--- src/rtl/t05_cb_walker_if.sv ---
// Node-memory read port and codebook record stream shared by the tree walker and its neighbours.
interface t05_cb_walker_if #(
  parameter int unsigned IDX_W   = 7,
  parameter int unsigned PAY_W   = 8,
  parameter int unsigned MAX_LEN = 32
);
  localparam int unsigned LEN_W = $clog2(MAX_LEN + 1);

  logic               node_req;
  logic [IDX_W-1:0]   node_idx;
  logic               node_ack;
  logic [PAY_W:0]     node_left;
  logic [PAY_W:0]     node_right;

  logic               code_valid;
  logic               code_ready;
  logic [PAY_W-1:0]   code_sym;
  logic [MAX_LEN-1:0] code_bits;
  logic [LEN_W-1:0]   code_len;

  modport master (
    output node_req, node_idx,
    input  node_ack, node_left, node_right,
    output code_valid, code_sym, code_bits, code_len,
    input  code_ready
  );

  modport slave (
    input  node_req, node_idx,
    output node_ack, node_left, node_right,
    input  code_valid, code_sym, code_bits, code_len,
    output code_ready
  );
endinterface

--- src/rtl/t05_cb_walker.sv ---
// Depth-first Huffman codebook walker: fetches each tree node once, keeps pending
// right siblings on a stack and emits one (symbol, code, length) record per leaf.
module t05_cb_walker #(
  parameter int unsigned IDX_W   = 7,
  parameter int unsigned PAY_W   = 8,
  parameter int unsigned MAX_LEN = 32
) (
  input  logic             clk,
  input  logic             rst,
  input  logic             start,
  input  logic [IDX_W-1:0] root_idx,
  t05_cb_walker_if.master  bus,
  output logic             busy,
  output logic             done,
  output logic             err
);

  localparam int unsigned LEN_W = $clog2(MAX_LEN + 1);
  localparam int unsigned SP_W  = $clog2(MAX_LEN);
  localparam logic [PAY_W:0] NULL_CHILD = {1'b1, 1'b1, {(PAY_W-1){1'b0}}};

  typedef enum logic [2:0] {
    S_IDLE, S_FETCH, S_EVAL, S_EMIT, S_POP, S_DONE, S_ERR
  } state_t;

  // Pending right sibling and the depth it sits at.
  typedef struct packed {
    logic [PAY_W:0]   child;
    logic [LEN_W-1:0] depth;
  } entry_t;

  state_t             state_q, state_d;
  logic [IDX_W-1:0]   node_idx_q, node_idx_d;
  logic [PAY_W:0]     left_q, left_d;
  logic [PAY_W:0]     right_q, right_d;
  logic [MAX_LEN-1:0] bits_q, bits_d;
  logic [LEN_W-1:0]   len_q, len_d;
  logic [LEN_W-1:0]   sp_q, sp_d;
  logic [PAY_W-1:0]   sym_q, sym_d;
  logic               err_q, err_d;
  logic               node_req_q, code_valid_q, busy_q, done_q;

  entry_t             stack_mem [MAX_LEN];
  entry_t             push_entry, top;
  logic               push_en;
  logic [LEN_W-1:0]   pop_idx;
  logic [LEN_W-1:0]   shamt;
  logic               l_null, r_null;

  assign l_null  = (left_q == NULL_CHILD);
  assign r_null  = (right_q == NULL_CHILD);
  assign pop_idx = (sp_q == '0) ? '0 : LEN_W'(sp_q - LEN_W'(1));
  assign top     = stack_mem[SP_W'(pop_idx)];
  assign shamt   = LEN_W'(len_q - top.depth + LEN_W'(1));

  // Next-state and datapath decisions.
  always_comb begin
    state_d    = state_q;
    node_idx_d = node_idx_q;
    left_d     = left_q;
    right_d    = right_q;
    bits_d     = bits_q;
    len_d      = len_q;
    sp_d       = sp_q;
    sym_d      = sym_q;
    err_d      = err_q;
    push_en    = 1'b0;
    push_entry = '{child: right_q, depth: LEN_W'(len_q + LEN_W'(1))};

    unique case (state_q)
      S_IDLE: begin
        if (start) begin
          err_d      = 1'b0;
          len_d      = '0;
          bits_d     = '0;
          sp_d       = '0;
          node_idx_d = root_idx;
          state_d    = S_FETCH;
        end
      end

      S_FETCH: begin
        if (node_req_q && bus.node_ack) begin
          left_d  = bus.node_left;
          right_d = bus.node_right;
          state_d = S_EVAL;
        end
      end

      S_EVAL: begin
        if (len_q == LEN_W'(MAX_LEN) && (!l_null || !r_null)) begin
          state_d = S_ERR;
        end else if (!r_null && sp_q == LEN_W'(MAX_LEN)) begin
          state_d = S_ERR;
        end else begin
          if (!r_null) begin
            push_en = 1'b1;
            sp_d    = LEN_W'(sp_q + LEN_W'(1));
          end
          if (l_null) begin
            state_d = S_POP;
          end else begin
            bits_d = {bits_q[MAX_LEN-2:0], 1'b0};
            len_d  = LEN_W'(len_q + LEN_W'(1));
            if (left_q[PAY_W]) begin
              node_idx_d = left_q[IDX_W-1:0];
              state_d    = S_FETCH;
            end else begin
              sym_d   = left_q[PAY_W-1:0];
              state_d = S_EMIT;
            end
          end
        end
      end

      S_EMIT: begin
        if (code_valid_q && bus.code_ready) state_d = S_POP;
      end

      // Rewind the path to the sibling's parent, then take the right branch.
      S_POP: begin
        if (sp_q == '0) begin
          state_d = S_DONE;
        end else begin
          sp_d   = pop_idx;
          bits_d = ((bits_q >> shamt) << 1) | MAX_LEN'(1);
          len_d  = top.depth;
          if (top.child[PAY_W]) begin
            node_idx_d = top.child[IDX_W-1:0];
            state_d    = S_FETCH;
          end else begin
            sym_d   = top.child[PAY_W-1:0];
            state_d = S_EMIT;
          end
        end
      end

      S_DONE:  state_d = S_IDLE;
      S_ERR:   state_d = S_IDLE;
      default: state_d = S_IDLE;
    endcase

    if (state_d == S_ERR) err_d = 1'b1;
  end

  // Control state, path registers and registered outputs.
  always_ff @(posedge clk or posedge rst) begin
    if (rst) begin
      state_q      <= S_IDLE;
      node_idx_q   <= '0;
      left_q       <= '0;
      right_q      <= '0;
      bits_q       <= '0;
      len_q        <= '0;
      sp_q         <= '0;
      sym_q        <= '0;
      err_q        <= 1'b0;
      node_req_q   <= 1'b0;
      code_valid_q <= 1'b0;
      busy_q       <= 1'b0;
      done_q       <= 1'b0;
    end else begin
      state_q      <= state_d;
      node_idx_q   <= node_idx_d;
      left_q       <= left_d;
      right_q      <= right_d;
      bits_q       <= bits_d;
      len_q        <= len_d;
      sp_q         <= sp_d;
      sym_q        <= sym_d;
      err_q        <= err_d;
      node_req_q   <= (state_d == S_FETCH);
      code_valid_q <= (state_d == S_EMIT);
      busy_q       <= (state_d != S_IDLE) && (state_d != S_ERR);
      done_q       <= (state_d == S_DONE);
    end
  end

  // Stack storage needs no reset: entries above sp are never read.
  always_ff @(posedge clk) begin
    if (push_en) stack_mem[SP_W'(sp_q)] <= push_entry;
  end

  assign bus.node_req   = node_req_q;
  assign bus.node_idx   = node_idx_q;
  assign bus.code_valid = code_valid_q;
  assign bus.code_sym   = sym_q;
  assign bus.code_bits  = bits_q;
  assign bus.code_len   = len_q;
  assign busy           = busy_q;
  assign done           = done_q;
  assign err            = err_q;

endmodule

--- src/flat_wrapper.sv ---
// flat-port wrapper written by rule: the top's interface ports become plain ports
module t05_cb_walker_flat 
#(
  parameter int unsigned IDX_W   = 7,
  parameter int unsigned PAY_W   = 8,
  parameter int unsigned MAX_LEN = 32
)
  (clk, rst, start, root_idx, busy, done, err, bus_node_req, bus_node_idx, bus_node_ack, bus_node_left, bus_node_right, bus_code_valid, bus_code_sym, bus_code_bits, bus_code_len, bus_code_ready);
  t05_cb_walker_if #(.IDX_W(IDX_W), .PAY_W(PAY_W), .MAX_LEN(MAX_LEN)) bus_i ();
  input  logic clk;
  input  logic rst;
  input  logic start;
  input  logic [IDX_W-1:0] root_idx;
  output logic busy;
  output logic done;
  output logic err;
  output wire logic [$bits(bus_i.node_req)-1:0] bus_node_req;
  output wire logic [$bits(bus_i.node_idx)-1:0] bus_node_idx;
  input wire logic [$bits(bus_i.node_ack)-1:0] bus_node_ack;
  input wire logic [$bits(bus_i.node_left)-1:0] bus_node_left;
  input wire logic [$bits(bus_i.node_right)-1:0] bus_node_right;
  output wire logic [$bits(bus_i.code_valid)-1:0] bus_code_valid;
  output wire logic [$bits(bus_i.code_sym)-1:0] bus_code_sym;
  output wire logic [$bits(bus_i.code_bits)-1:0] bus_code_bits;
  output wire logic [$bits(bus_i.code_len)-1:0] bus_code_len;
  input wire logic [$bits(bus_i.code_ready)-1:0] bus_code_ready;
  assign bus_node_req = bus_i.node_req;
  assign bus_node_idx = bus_i.node_idx;
  assign bus_i.node_ack = bus_node_ack;
  assign bus_i.node_left = bus_node_left;
  assign bus_i.node_right = bus_node_right;
  assign bus_code_valid = bus_i.code_valid;
  assign bus_code_sym = bus_i.code_sym;
  assign bus_code_bits = bus_i.code_bits;
  assign bus_code_len = bus_i.code_len;
  assign bus_i.code_ready = bus_code_ready;
  t05_cb_walker #(.IDX_W(IDX_W), .PAY_W(PAY_W), .MAX_LEN(MAX_LEN)) u_core (.clk(clk), .rst(rst), .start(start), .root_idx(root_idx), .bus(bus_i), .busy(busy), .done(done), .err(err));
endmodule
--- config.mk ---
export PLATFORM = sky130hd
export DESIGN_NAME = t05_cb_walker_flat
export DESIGN_NICKNAME = d
export VERILOG_FILES = /design/src/rtl/t05_cb_walker_if.sv /design/src/rtl/t05_cb_walker.sv /design/src/flat_wrapper.sv
export SDC_FILE = /design/constraint.sdc
export NUM_CORES = 1
export LEC_CHECK = 0
export CAP_MARGIN = 20
export CORE_MARGIN = 2
export CORE_UTILIZATION = 35
export DETAILED_ROUTE_END_ITERATION = 7
export PLACE_DENSITY_LB_ADDON = 0.12
export SKIP_CTS_REPAIR_TIMING = 1
export SYNTH_ARGS = -nofsm -noshare
export SYNTH_HDL_FRONTEND = slang
export SYNTH_SLANG_ARGS = --single-unit
--- constraint.sdc ---
create_clock -name clk -period 14.2 [get_ports clk]
set_clock_uncertainty 0.2 [all_clocks]
set_input_delay 2.84 -clock clk [delete_from_list [all_inputs] [get_ports clk]]
set_output_delay 2.84 -clock clk [all_outputs]
set_load 0.01 [all_outputs]
==> results of run 1 <==
synth_stat cells (all sizes together) (17+ instances only):
library cell,count,area share
nor4,17,0.0049
nand2,183,0.027
nor2,114,0.017
o311ai,17,0.0066
ha,17,0.0084
a221oi,27,0.0096
mux2,45,0.020
and3,22,0.0054
o22ai,24,0.0059
mux4,64,0.057
inv,20,0.0030
nor3,34,0.0069
mux2i,92,0.036
edfxtp,480,0.57
dfrtp,85,0.084
buf,66,0.014
nand2b,26,0.0064
nand3,41,0.0081
a32o,19,0.0075
o21ai,57,0.012
a21oi,107,0.021
clkbuf,56,0.0083
final cells by class:
type                            count  area (µm²)
Fill cell                        6534       41900
Inverter                           20        77.6
Sequential cell                   565       16500
Multi-Input combinational cell   1087        8190
Tap cell                          950        1190
Clock inverter                     50         563
Timing Repair Buffer              169        1500
Clock buffer                       66        1570
sequential cells by signal, indices dropped and copies added (netlist names), 3 cells and up:
signal / cells
u_core.bus.node_idx: 7
u_core.right_q: 9
u_core.bus.code_bits: 32
u_core.left_q: 9
u_core.bus.code_len: 6
u_core.bus.code_sym: 8
u_core.stack_mem: 480
u_core.sp_q: 6
u_core.state_q: 3
stage by stage:
stage / utilization / hold WS, ns / instances / cell area, µm² / worst slack [ns]
3_3_place_gp: 0.384 / 0.279 / 2784 / 27400 / 6.40
5_1_grt: 0.415 / 0.332 / 2907 / 29600 / 5.71
4_1_cts: 0.414 / 0.307 / 2901 / 29600 / 6.22
3_5_place_dp: 0.384 / 0.293 / 2785 / 27400 / 6.26
2_1_floorplan: - / 0.318 / 1794 / 25300 / 7.36
6_report: 0.415 / 0.305 / 2907 / 29600 / 6.29
critical path: cells and delay by family (launching register included):
kind / cells / cell delay (ns)
adder cells (fa/ha/maj): 4 / 2.16
AO/OA/AOI/OAI: 7 / 2.15
buffers and inverters: 4 / 1.23
multiplexers: 2 / 0.84
flip-flops: 1 / 0.83
AND/OR/NAND/NOR: 2 / 0.31
layer usage:
layer	vias up	routed length, µm	share of wire
li1	7244	-	-
met1	8293	34600	0.46
met2	530	34900	0.47
met3	106	3900	0.052
met4	0	1570	0.021
met5	-	0	0
cell families after synthesis:
| group | Yosys count | share of synthesized area |
|---|---|---|
| fa+ha+maj | 18 | 0.00921 |
| xor+xnor | 11 | 0.00411 |
| buf+inv | 142 | 0.0257 |
| compound gates | 356 | 0.0978 |
| simple gates | 501 | 0.0954 |
| mux | 201 | 0.113 |
| flops | 565 | 0.654 |
final timing paths:
path	from	endpoint	slack, ns
hold reg to reg	u_core.bus.node_idx[1]	u_core.bus.node_idx[1]	0.30
max in group asynchronous	rst	u_core.sp_q[0]	10.20
setup reg to reg	u_core.sp_q[0]	u_core.bus.code_bits[3]	6.29
setup / recovery	u_core.sp_q[0]	u_core.bus.code_bits[3]	6.29
hold / removal	u_core.bus.node_idx[1]	u_core.bus.node_idx[1]	0.30
min in group asynchronous	rst	u_core.bus.code_sym[5]	2.30
==> out/qor.yml, run 1 <==
insertion_delay_ns: 0.65
synth_cells: 1794
yosysSeqAreaShare: 0.654
slowest_delay_ns: 1.24
syn_area_per_cell_um2: 14.1
wl_um: 75000
clock_path_buffers: 3
fin_crit_sh: 0.557
status: "complete, no violations"
fin_crit_ns: 7.91
crit_arrival_ns: 8.23
dp_hpwl_um: 47900
cp_slowest_cell: "fa_1"
die_h_um: 273
path_class: "register to register"
drive_gt1_frac: 0.174
routedWlPerCell_um: 25.8
row_count: 98
grt_max_degree: 64
fp.dieW_um: 273
h-tree-depth: 2
relSlewSlack: 0.259
area_growth_pct: 17.2
track_usage: 0.200
port_buffers: 87
core-area_um2: 71500
antenna_found_initial: 0
mappedNetlistArea_um2: 25300
grt_overflow_total: 0
slew_viol_final: 0
drt_iter0_markers: 1556
syn_nets: 1842
synthArstFlopShare: 0.150
grt_setup_unrepaired: "no"
met2_usage: 0.320
maxCapViolations: 0
vias: 16200
grtUsageMet3: 0.0279
layout_common_cells: "480 x edfxtp_1, 182 x nand2_1, 111 x nor2_1, 104 x a21oi_1, 92 x mux2i_1"
busiest_layer: "met2"
ioPinCount: 88
ys_ff_latch: 565
fin_nets: 1952
routed_via_density: 5.56
crit_fanout: 53
diodes: 0
grt_use_met1: 0.289
cts_inserted_buffers: 61
cts.sinks: 565
layout_commonest_cell: "edfxtp_1"
root_buffer: "clkbuf_16"
dieArea_um2: 74400
crit_required_ns: 14.52
cp_cell_sequence: "clkinv_1 -> ha_1 -> nor3b_4 -> a21oi_4 -> mux4_2 -> a21oi_1 -> a22o_1 -> a221oi_1 -> ha_1 -> inv_1 -> ha_1 -> inv_1 -> fa_1 -> inv_1 -> mux2_2 -> o21ai_0 -> o21ai_0 -> nand2_1 -> o22ai_1"
yosysWarnings: 0
synth.distinct_cells: 87
start_kind: "register"
hp-class: "register to register"
setup_tns_ns: 0
fmax_ghz: 0.126
finalSetupViolCount: 0
worstMarginPinSlew_ns: 1.11
remaining_drc_errors: 0
initial_core_util: 0.354
endpoint_kind: "register"
synth_edf_count: 480
place_congestion: 0.867
synthFlopType: "edfxtp_1"
clk_pin_slew_ns: 0.07
hold_depth: 1
final_antenna_net_count: 0
grt_first_pass_wirelength_um: 111000
hold_viol: 0
cts_tree: "built"
reg2reg_depth: 19
grt_pass1_vias: 16000
drt-pass1-iter-count: 5
Power of run 1 is left out: the tool's default activity adds up to more than one toggle a clock period on the data nets, which glitch-free logic cannot reach.
==> run 2: changes to the inputs <==
Clock period 14.2 ns to 7.3 ns, I/O delays scaled along.
==> run 2 against run 1 <==
Effect of this change:
- first-iteration DRC count increased by 24%
- cell count increased by 0.28%
- register-to-register slack got worse by 5.6 ns
- core utilization decreased by 0.094 points
- highest routed layer unchanged
==> out/qor.yml, run 2 (synthesized netlist as in run 1, its figures left out) <==
crit_fanout: 19
cp_cell_sequence: "clkinv_1 -> ha_1 -> nor4b_4 -> o21a_2 -> buf_4 -> a221oi_1 -> nor3_1 -> a21oi_1 -> a221oi_1 -> ha_1 -> inv_1 -> ha_1 -> inv_1 -> fa_1 -> inv_1 -> mux2_2 -> nor2_1 -> a211oi_1 -> o21ai_0 -> o21ai_1"
path_class: "register to register"
clk_pin_slew_ns: 0.06
holdWs_ns: 0.295
multi_input_area_um2: 8210
wl_um: 77700
worstMarginPinSlew_ns: 1.09
drt_iter0_markers: 1930
port_buffers: 87
routedWlPerCell_um: 26.7
relSlewSlack: 0.274
cp_slowest_cell: "o21ai_0"
cts_tree: "built"
status: "complete, no violations"
crit_required_ns: 7.57
drive_gt1_frac: 0.169
grt_max_degree: 66
ioPinCount: 88
n_fill_cell: 6607
critPathBufInv: 5
finalSetupViolCount: 0
place_ws_ns: 0.793
slowest_delay_ns: 0.56
layout_common_cells: "480 x edfxtp_1, 182 x nand2_1, 111 x nor2_1, 104 x a21oi_1, 93 x buf_4"
maxCapViolations: 0
die_h_um: 273
h-tree-depth: 2
grt_setup_unrepaired: "no"
area_growth_pct: 17.0
fin_crit_sh: 0.910
cp_top_family: "compound AO/OA/AOI/OAI gates"
fin_crit_ns: 6.64
regMostFlops: "u_core.stack_mem"
cts_inserted_buffers: 61
initial_core_util: 0.354
dieArea_um2: 74400
hp-class: "register to register"
track_usage: 0.209
grt_pass1_vias: 16200
slew_viol_final: 0
vias: 16500
cts.sinks: 565
drt-pass1-iter-count: 5
largest_reg_flops: 480
hold_viol: 0
crit_arrival_ns: 6.91
row_count: 98
insertion_delay_ns: 0.65
final_antenna_net_count: 0
grt_overflow_total: 0
layout_commonest_cell: "edfxtp_1"
fmax_ghz: 0.151
endpoint_kind: "register"
core-area_um2: 71500
place_congestion: 0.877
fp.dieW_um: 273
start_kind: "register"
setup_tns_ns: 0
dp_hpwl_um: 50700
fin_util: 0.414
final-seq-area_um2: 16500
fin_nets: 1965
diodes: 0
grt_first_pass_wirelength_um: 115000
antenna_found_initial: 0
routed_via_density: 5.66
worst_slack_ns: 0.658
clock_path_buffers: 3
remaining_drc_errors: 0
root_buffer: "clkbuf_16"
## run 2: cell type report
| type | instances | area share |
|---|---|---|
| clock buffers | 81 | 0.0559 |
| clock inverters | 30 | 0.00901 |
| inverters | 20 | 0.00262 |
| multi-input cells | 1087 | 0.278 |
| flip-flops and latches | 565 | 0.560 |
| well taps | 950 | 0.0402 |
| repair buffers | 182 | 0.0549 |
## run 2: layer usage
| metal | global-route usage | wire length, µm | up-vias |
|---|---|---|---|
| li1 | - | - | 7248 |
| met5 | 0 | 0 | - |
| met4 | 0.0481 | 1430 | 0 |
| met1 | 0.309 | 36000 | 8580 |
| met2 | 0.325 | 36000 | 564 |
| met3 | 0.0280 | 4340 | 98 |
## run 2: path summary, 6_finish.rpt
check / from / to / cells past startpoint / slack (ns)
max in group asynchronous: rst / u_core.bus.code_bits[20] / 3 / 4.74
min: u_core.bus.code_sym[2] / u_core.bus.code_sym[2] / 1 / 0.30
min in group asynchronous: rst / u_core.bus.node_idx[6] / 2 / 0.99
max reg2reg: u_core.sp_q[0] / u_core.bus.code_bits[11] / 20 / 0.66
max: u_core.sp_q[0] / u_core.bus.code_bits[11] / 20 / 0.66
min reg2reg: u_core.bus.code_sym[2] / u_core.bus.code_sym[2] / 1 / 0.30
## run 2: stage by stage
stage          cells  area [µm²]
3_5_place_dp    2802       27600
2_1_floorplan   1794       25300
5_1_grt         2915       29600
4_1_cts         2913       29500
3_3_place_gp    2802       27600
6_report        2915       29600
Power of run 2 is left out for the same reason.
